## src/rtl/life_pkg.sv

```systemverilog
// Shared types and defaults for the Game-of-Life sequencer.
package life_pkg;

  localparam int N_DEF       = 8;
  localparam int GEN_W_DEF   = 16;
  localparam int MAX_GEN_DEF = 1000;

  typedef enum logic [2:0] {
    S_IDLE,
    S_LOAD,
    S_PAUSE,
    S_ADV,
    S_CHECK,
    S_DONE
  } state_e;

  localparam logic [1:0] HALT_LIMIT   = 2'b00;
  localparam logic [1:0] HALT_EXTINCT = 2'b01;
  localparam logic [1:0] HALT_STILL   = 2'b10;
  localparam logic [1:0] HALT_PERIOD2 = 2'b11;

endpackage

```

## src/rtl/life_pattern_cmp.sv

```systemverilog
// Pattern equality and all-zero detect between the live grid and one history register.
module life_pattern_cmp #(
  parameter int W = 64
) (
  input  logic [W-1:0] a,
  input  logic [W-1:0] b,
  output logic         eq,
  output logic         a_zero
);

  assign eq     = (a == b);
  assign a_zero = (a == '0);

endmodule

```

## src/rtl/life_sequencer.sv

```systemverilog
// Load/run/pause controller for an external Life cell array with halt detection.
// Optional: define LIFE_PERIOD_DETECT_EN to add a second history register and period-2 halting.
module life_sequencer
  import life_pkg::*;
#(
  parameter int N       = N_DEF,
  parameter int GEN_W   = GEN_W_DEF,
  parameter int MAX_GEN = MAX_GEN_DEF
) (
  input  logic               clk,
  input  logic               rst,
  input  logic [N*N-1:0]     seed_in,
  input  logic               seed_valid,
  output logic               seed_ready,
  input  logic               start,
  input  logic               stop,
  input  logic               step,
  output logic               life_load,
  output logic [N*N-1:0]     seed_out,
  output logic               life_en,
  input  logic [N*N-1:0]     cells,
  output logic [N*N-1:0]     frame,
  output logic [GEN_W-1:0]   gen_count,
  output logic               busy,
  output logic               done,
  output logic [1:0]         halt_cause
);

  localparam int W = N * N;

  state_e             state_q, state_d;
  logic [W-1:0]       seed_out_q, seed_out_d;
  logic [W-1:0]       frame_q, frame_d;
  logic [W-1:0]       prev_q, prev_d;
  logic [GEN_W-1:0]   gen_count_q, gen_count_d;
  logic [1:0]         halt_cause_q, halt_cause_d;
  logic               free_q, free_d;
  logic               stop_seen_q, stop_seen_d;

  logic               handshake;
  logic               is_still;
  logic               is_extinct;
  logic               is_period2;
  logic               is_limit;
  logic [GEN_W-1:0]   gen_inc;

  life_pattern_cmp #(.W(W)) u_cmp_prev (
    .a      (cells),
    .b      (prev_q),
    .eq     (is_still),
    .a_zero (is_extinct)
  );

`ifdef LIFE_PERIOD_DETECT_EN
  logic [W-1:0] prev2_q, prev2_d;
  logic         match_prev2;
  logic         zero_prev2;

  life_pattern_cmp #(.W(W)) u_cmp_prev2 (
    .a      (cells),
    .b      (prev2_q),
    .eq     (match_prev2),
    .a_zero (zero_prev2)
  );

  assign is_period2 = match_prev2 & ~is_still & ~zero_prev2 & (gen_inc >= GEN_W'(2));

  always_comb begin
    prev2_d = prev2_q;
    if (state_q == S_ADV) prev2_d = prev_q;
  end

  always_ff @(posedge clk) begin
    if (rst) prev2_q <= '0;
    else     prev2_q <= prev2_d;
  end
`else
  assign is_period2 = 1'b0;
`endif

  assign gen_inc   = gen_count_q + GEN_W'(1);
  assign is_limit  = (gen_inc >= GEN_W'(MAX_GEN));
  assign handshake = seed_valid & seed_ready;

  always_comb begin
    state_d      = state_q;
    seed_out_d   = seed_out_q;
    frame_d      = frame_q;
    prev_d       = prev_q;
    gen_count_d  = gen_count_q;
    halt_cause_d = halt_cause_q;
    free_d       = free_q;
    stop_seen_d  = stop_seen_q;
    case (state_q)
      S_IDLE, S_DONE: begin
        if (handshake) begin
          seed_out_d = seed_in;
          state_d    = S_LOAD;
        end
      end
      S_LOAD: begin
        gen_count_d  = '0;
        frame_d      = seed_out_q;
        halt_cause_d = HALT_LIMIT;
        state_d      = S_PAUSE;
      end
      S_PAUSE: begin
        if (handshake) begin
          seed_out_d = seed_in;
          state_d    = S_LOAD;
        end else if (stop) begin
          state_d = S_PAUSE;
        end else if (start) begin
          free_d      = 1'b1;
          stop_seen_d = 1'b0;
          state_d     = S_ADV;
        end else if (step) begin
          free_d      = 1'b0;
          stop_seen_d = 1'b0;
          state_d     = S_ADV;
        end
      end
      S_ADV: begin
        prev_d      = cells;
        stop_seen_d = stop_seen_q | stop;
        state_d     = S_CHECK;
      end
      S_CHECK: begin
        frame_d = cells;
        if (gen_count_q < GEN_W'(MAX_GEN)) gen_count_d = gen_inc;
        // A stop seen during ADV or CHECK only takes effect once this generation is booked.
        if (is_extinct) begin
          halt_cause_d = HALT_EXTINCT;
          state_d      = S_DONE;
        end else if (is_still) begin
          halt_cause_d = HALT_STILL;
          state_d      = S_DONE;
        end else if (is_period2) begin
          halt_cause_d = HALT_PERIOD2;
          state_d      = S_DONE;
        end else if (is_limit) begin
          halt_cause_d = HALT_LIMIT;
          state_d      = S_DONE;
        end else if (!free_q || stop_seen_q || stop) begin
          state_d = S_PAUSE;
        end else begin
          stop_seen_d = 1'b0;
          state_d     = S_ADV;
        end
      end
      default: state_d = S_IDLE;
    endcase
  end

  always_ff @(posedge clk) begin
    if (rst) begin
      state_q      <= S_IDLE;
      seed_out_q   <= '0;
      frame_q      <= '0;
      prev_q       <= '0;
      gen_count_q  <= '0;
      halt_cause_q <= HALT_LIMIT;
      free_q       <= 1'b0;
      stop_seen_q  <= 1'b0;
    end else begin
      state_q      <= state_d;
      seed_out_q   <= seed_out_d;
      frame_q      <= frame_d;
      prev_q       <= prev_d;
      gen_count_q  <= gen_count_d;
      halt_cause_q <= halt_cause_d;
      free_q       <= free_d;
      stop_seen_q  <= stop_seen_d;
    end
  end

  assign seed_ready = (state_q == S_IDLE) || (state_q == S_PAUSE) || (state_q == S_DONE);
  assign life_load  = (state_q == S_LOAD);
  assign life_en    = (state_q == S_ADV);
  assign busy       = (state_q == S_ADV) || (state_q == S_CHECK);
  assign done       = (state_q == S_DONE);
  assign seed_out   = seed_out_q;
  assign frame      = frame_q;
  assign gen_count  = gen_count_q;
  assign halt_cause = halt_cause_q;

endmodule

```

## config.mk

```make
export PLATFORM = sky130hd
export DESIGN_NAME = life_sequencer
export DESIGN_NICKNAME = d
export VERILOG_FILES = /design/src/rtl/life_pkg.sv /design/src/rtl/life_pattern_cmp.sv /design/src/rtl/life_sequencer.sv
export SDC_FILE = /design/constraint.sdc
export NUM_CORES = 1
export LEC_CHECK = 0
export CORE_MARGIN = 5
export CORE_UTILIZATION = 47
export CTS_CLUSTER_SIZE = 28
export DETAILED_ROUTE_END_ITERATION = 16
export PLACE_DENSITY = 0.9
export SLEW_MARGIN = 25
export SYNTH_ARGS = -nofsm -noshare
export SYNTH_HDL_FRONTEND = slang
export SYNTH_HIERARCHICAL = 1
export SYNTH_SLANG_ARGS = --single-unit
```

## constraint.sdc

```tcl
create_clock -name clk -period 2.45 [get_ports clk]
set_input_delay 0.245 -clock clk [delete_from_list [all_inputs] [get_ports clk]]
set_output_delay 0.245 -clock clk [all_outputs]
set_load 0.01 [all_outputs]
```

==> flow_metrics.env <==
export IMPL_die_w_um=151
export IMPL_place_ws_ns=-0.279
export IMPL_fin_area_mm2=0.0135
export IMPL_hp_class="input port to register"
export IMPL_synth_edf_count=0
export IMPL_yosysTopAreaCell="dfxtp_1"
export IMPL_layout_common_cells="clkdlybuf4s50_1, nand2_1, dfxtp_1"
export IMPL_synth_yosys_seq_area_share_pct=46.2
export IMPL_syn_to_final_growth_pct=44.7
export IMPL_ant_nets=0
export IMPL_grt_total_usage_pct=26.9
export IMPL_power_density_mw_per_mm2=654
export IMPL_yosys_register_bits=215
export IMPL_overflow=0
export IMPL_highest_layer="met5"
export IMPL_cts_resized=1
export IMPL_yosys_warnings=6
export IMPL_tritoncts="done"
export IMPL_final_common_cell="clkdlybuf4s50_1"
export IMPL_multi_input_comb_area_mm2=0.00465
export IMPL_antenna_found_initial=1
export IMPL_fin_crit_sh_pct=94.7
export IMPL_fin_crit_ns=2.32
export IMPL_synth_cell_types=50
export IMPL_rows=51
export IMPL_grt_pass1_vias=9299
export IMPL_clk_latency_ns=0.51
export IMPL_cts_setup_buffers=0
export IMPL_htreeDepth=1
export IMPL_dr_first_iter_drc_count=627
export IMPL_syn_nets=1259
export IMPL_vias_per_cell=5.58
export IMPL_setup_viol=0
export IMPL_routedWlPerCell_um=18.9
export IMPL_drive_gt1_share_pct=7.92
export IMPL_synth_top_cell_area_share_pct=46.2
export IMPL_clkTransAtPathRegs_ns=0.06
export IMPL_setup_worst_path_end_class="register"
export IMPL_dieHeight_um=151
export IMPL_max_freq_mhz=431
export IMPL_drt_first_pass_iters=7
export IMPL_finClkSkew_ns=0.00989
export IMPL_post_dp_hpwl_mm=22.6
export IMPL_synthesis_area_mm2=0.00931
export IMPL_cts_buffers_inserted=24
export IMPL_hold_viol=0
export IMPL_p_leak_nw=4.97
export IMPL_critPathKind="register to register"
export IMPL_nFillCells=1477
export IMPL_wl_met3_mm=2.87
export IMPL_rsz0062_at_grt="no"
export IMPL_synth_area_leaders="dfxtp_1, nand2_1, a21oi_1"
export IMPL_ctsHoldBuffers=0
export IMPL_cts_sinks=215
export IMPL_syn_inst=1124
export IMPL_required_ns=2.82
export IMPL_async_flop_share_pct=0
export IMPL_wirelength_mm=32.0
export IMPL_portBuffers=284
export IMPL_cp_max_fo=3
export IMPL_num_io_pins=285
export IMPL_design_core_area_mm2=0.0195
export IMPL_start_util_pct=47.8
export IMPL_finalMaxSlewViolations=0
export IMPL_tightest_slew_ns=0.814
export IMPL_nNetsFinal=1545
export IMPL_wl_met1_mm=12.5
export IMPL_setup_ws_ns=0.130
export IMPL_seq_area_mm2=0.00431
export IMPL_maxCapViolCount=0
export IMPL_die_area_mm2=0.0227
export IMPL_slew_headroom_pct=45.7
export IMPL_cts_root_buf="clkbuf_16"
export IMPL_status="finished, final reports clean"
export IMPL_synth_ff_type="dfxtp_1"
export IMPL_placed_area_mm2=0.0126
export IMPL_route_detailed_drc=0
export IMPL_syn_avg_cell_area_um2=8.28
export IMPL_grt_max_degree=91
export IMPL_gp_congestion=0.927
export IMPL_route_met2_wl_mm=15.4
export IMPL_cp_arrival_ns=2.69
export IMPL_grt_pass1_wl_mm=49.1
export IMPL_vias=9444
export IMPL_ir_worst_vdd_mv=0.473
export IMPL_startpoint_type="register"
export IMPL_num_antenna_cells=0
export IMPL_cts_buffer_depth=3
export IMPL_tns_ns=0
cell type report:
type / count / area share [%]
Inverter: 4 / 0.121
Sequential cell: 215 / 32.0
Timing Repair Buffer: 341 / 24.5
Multi-Input combinational cell: 824 / 34.6
Clock buffer: 33 / 5.24
Tap cell: 265 / 2.46
Clock inverter: 9 / 1.12
per-layer routing:
metal  vias to the layer above  track usage, %
li1                       4453               -
met1                      4467            32.3
met2                       431            46.6
met3                        91            6.65
met4                         2            9.88
met5                         -               0
power breakdown:
part | switching (mW) | internal [mW] | total, mW
combinational | 0.605 | 0.612 | 1.22
sequential | 0.0992 | 3.63 | 3.73
clock | 1.44 | 2.42 | 3.86
total | 2.14 | 6.67 | 8.81
sequential cells by signal, indices dropped and copies added (netlist names):
signal / count
halt_cause: 2
free_q: 1
state_q: 3
gen_count: 16
prev_q: 64
frame: 64
stop_seen_q: 1
seed_out: 64
synthesized netlist by cell type, types with 3 or more instances:
| master | count |
|---|---|
| nand2_1 | 269 |
| dfxtp_1 | 215 |
| a21oi_1 | 145 |
| nor2_1 | 82 |
| xor2_1 | 68 |
| mux2i_1 | 65 |
| a211oi_1 | 62 |
| clkbuf_1 | 51 |
| nor4_1 | 38 |
| buf_2 | 18 |
| nand4_1 | 12 |
| o21ai_0 | 11 |
| and3_1 | 8 |
| nor3_1 | 8 |
| nand3_1 | 7 |
| buf_1 | 6 |
| and2_1 | 4 |
| buf_4 | 4 |
| or3_1 | 4 |
| a31oi_1 | 3 |
| inv_1 | 3 |
| nor3b_1 | 3 |
cell families after synthesis:
kind of cell / Yosys count / share of synthesized area, %
DFF: 215 / 46.2
buffers and inverters: 85 / 3.86
AOI/OAI and AO/OA: 236 / 14.9
muxes: 66 / 7.11
adders and majority gates: 1 / 0.134
and+or+nand+nor: 451 / 21.2
xor gates and xnor gates: 70 / 6.59
worst max-delay path: stages (launching register included):
cell     delay (ns)
dfxtp_1        0.32
xor2_1         0.16
nor4_1         0.32
buf_4          0.17
nand4_1        0.10
nor4_2         0.34
buf_4          0.18
nor3b_1        0.04
mux2i_1        0.19
nor4_2         0.09
o41ai_1        0.11
o32ai_1        0.17
path summary, 6_finish.rpt:
| path | startpoint | endpoint | slack [ns] | cells past startpoint |
|---|---|---|---|---|
| worst max register to register | prev_q[16]$_SDFFE_PP0P_ | state_q[1]$_SDFFE_PP0P_ | 0.13 | 11 |
| worst min register to register | frame[0]$_SDFFE_PP0P_ | frame[0]$_SDFFE_PP0P_ | 0.46 | 2 |
| worst max-delay path | prev_q[16]$_SDFFE_PP0P_ | state_q[1]$_SDFFE_PP0P_ | 0.13 | 11 |
| worst min-delay path | rst | frame[0]$_SDFFE_PP0P_ | 0.22 | 2 |
through the flow:
step | instances | util (%) | total power, mW | hold WS [ns]
after global placement | 1649 | 64.7 | 4.98 | 0.444
after floorplan | 1124 | - | 4.29 | 0.381
after CTS | 1691 | 69.1 | 8.86 | 0.208
final | 1691 | 69.2 | 8.81 | 0.223
after global routing | 1691 | 69.2 | 9.10 | 0.257
after detailed placement | 1649 | 64.7 | 5.01 | 0.450
Power figures use the tool's default switching activity.
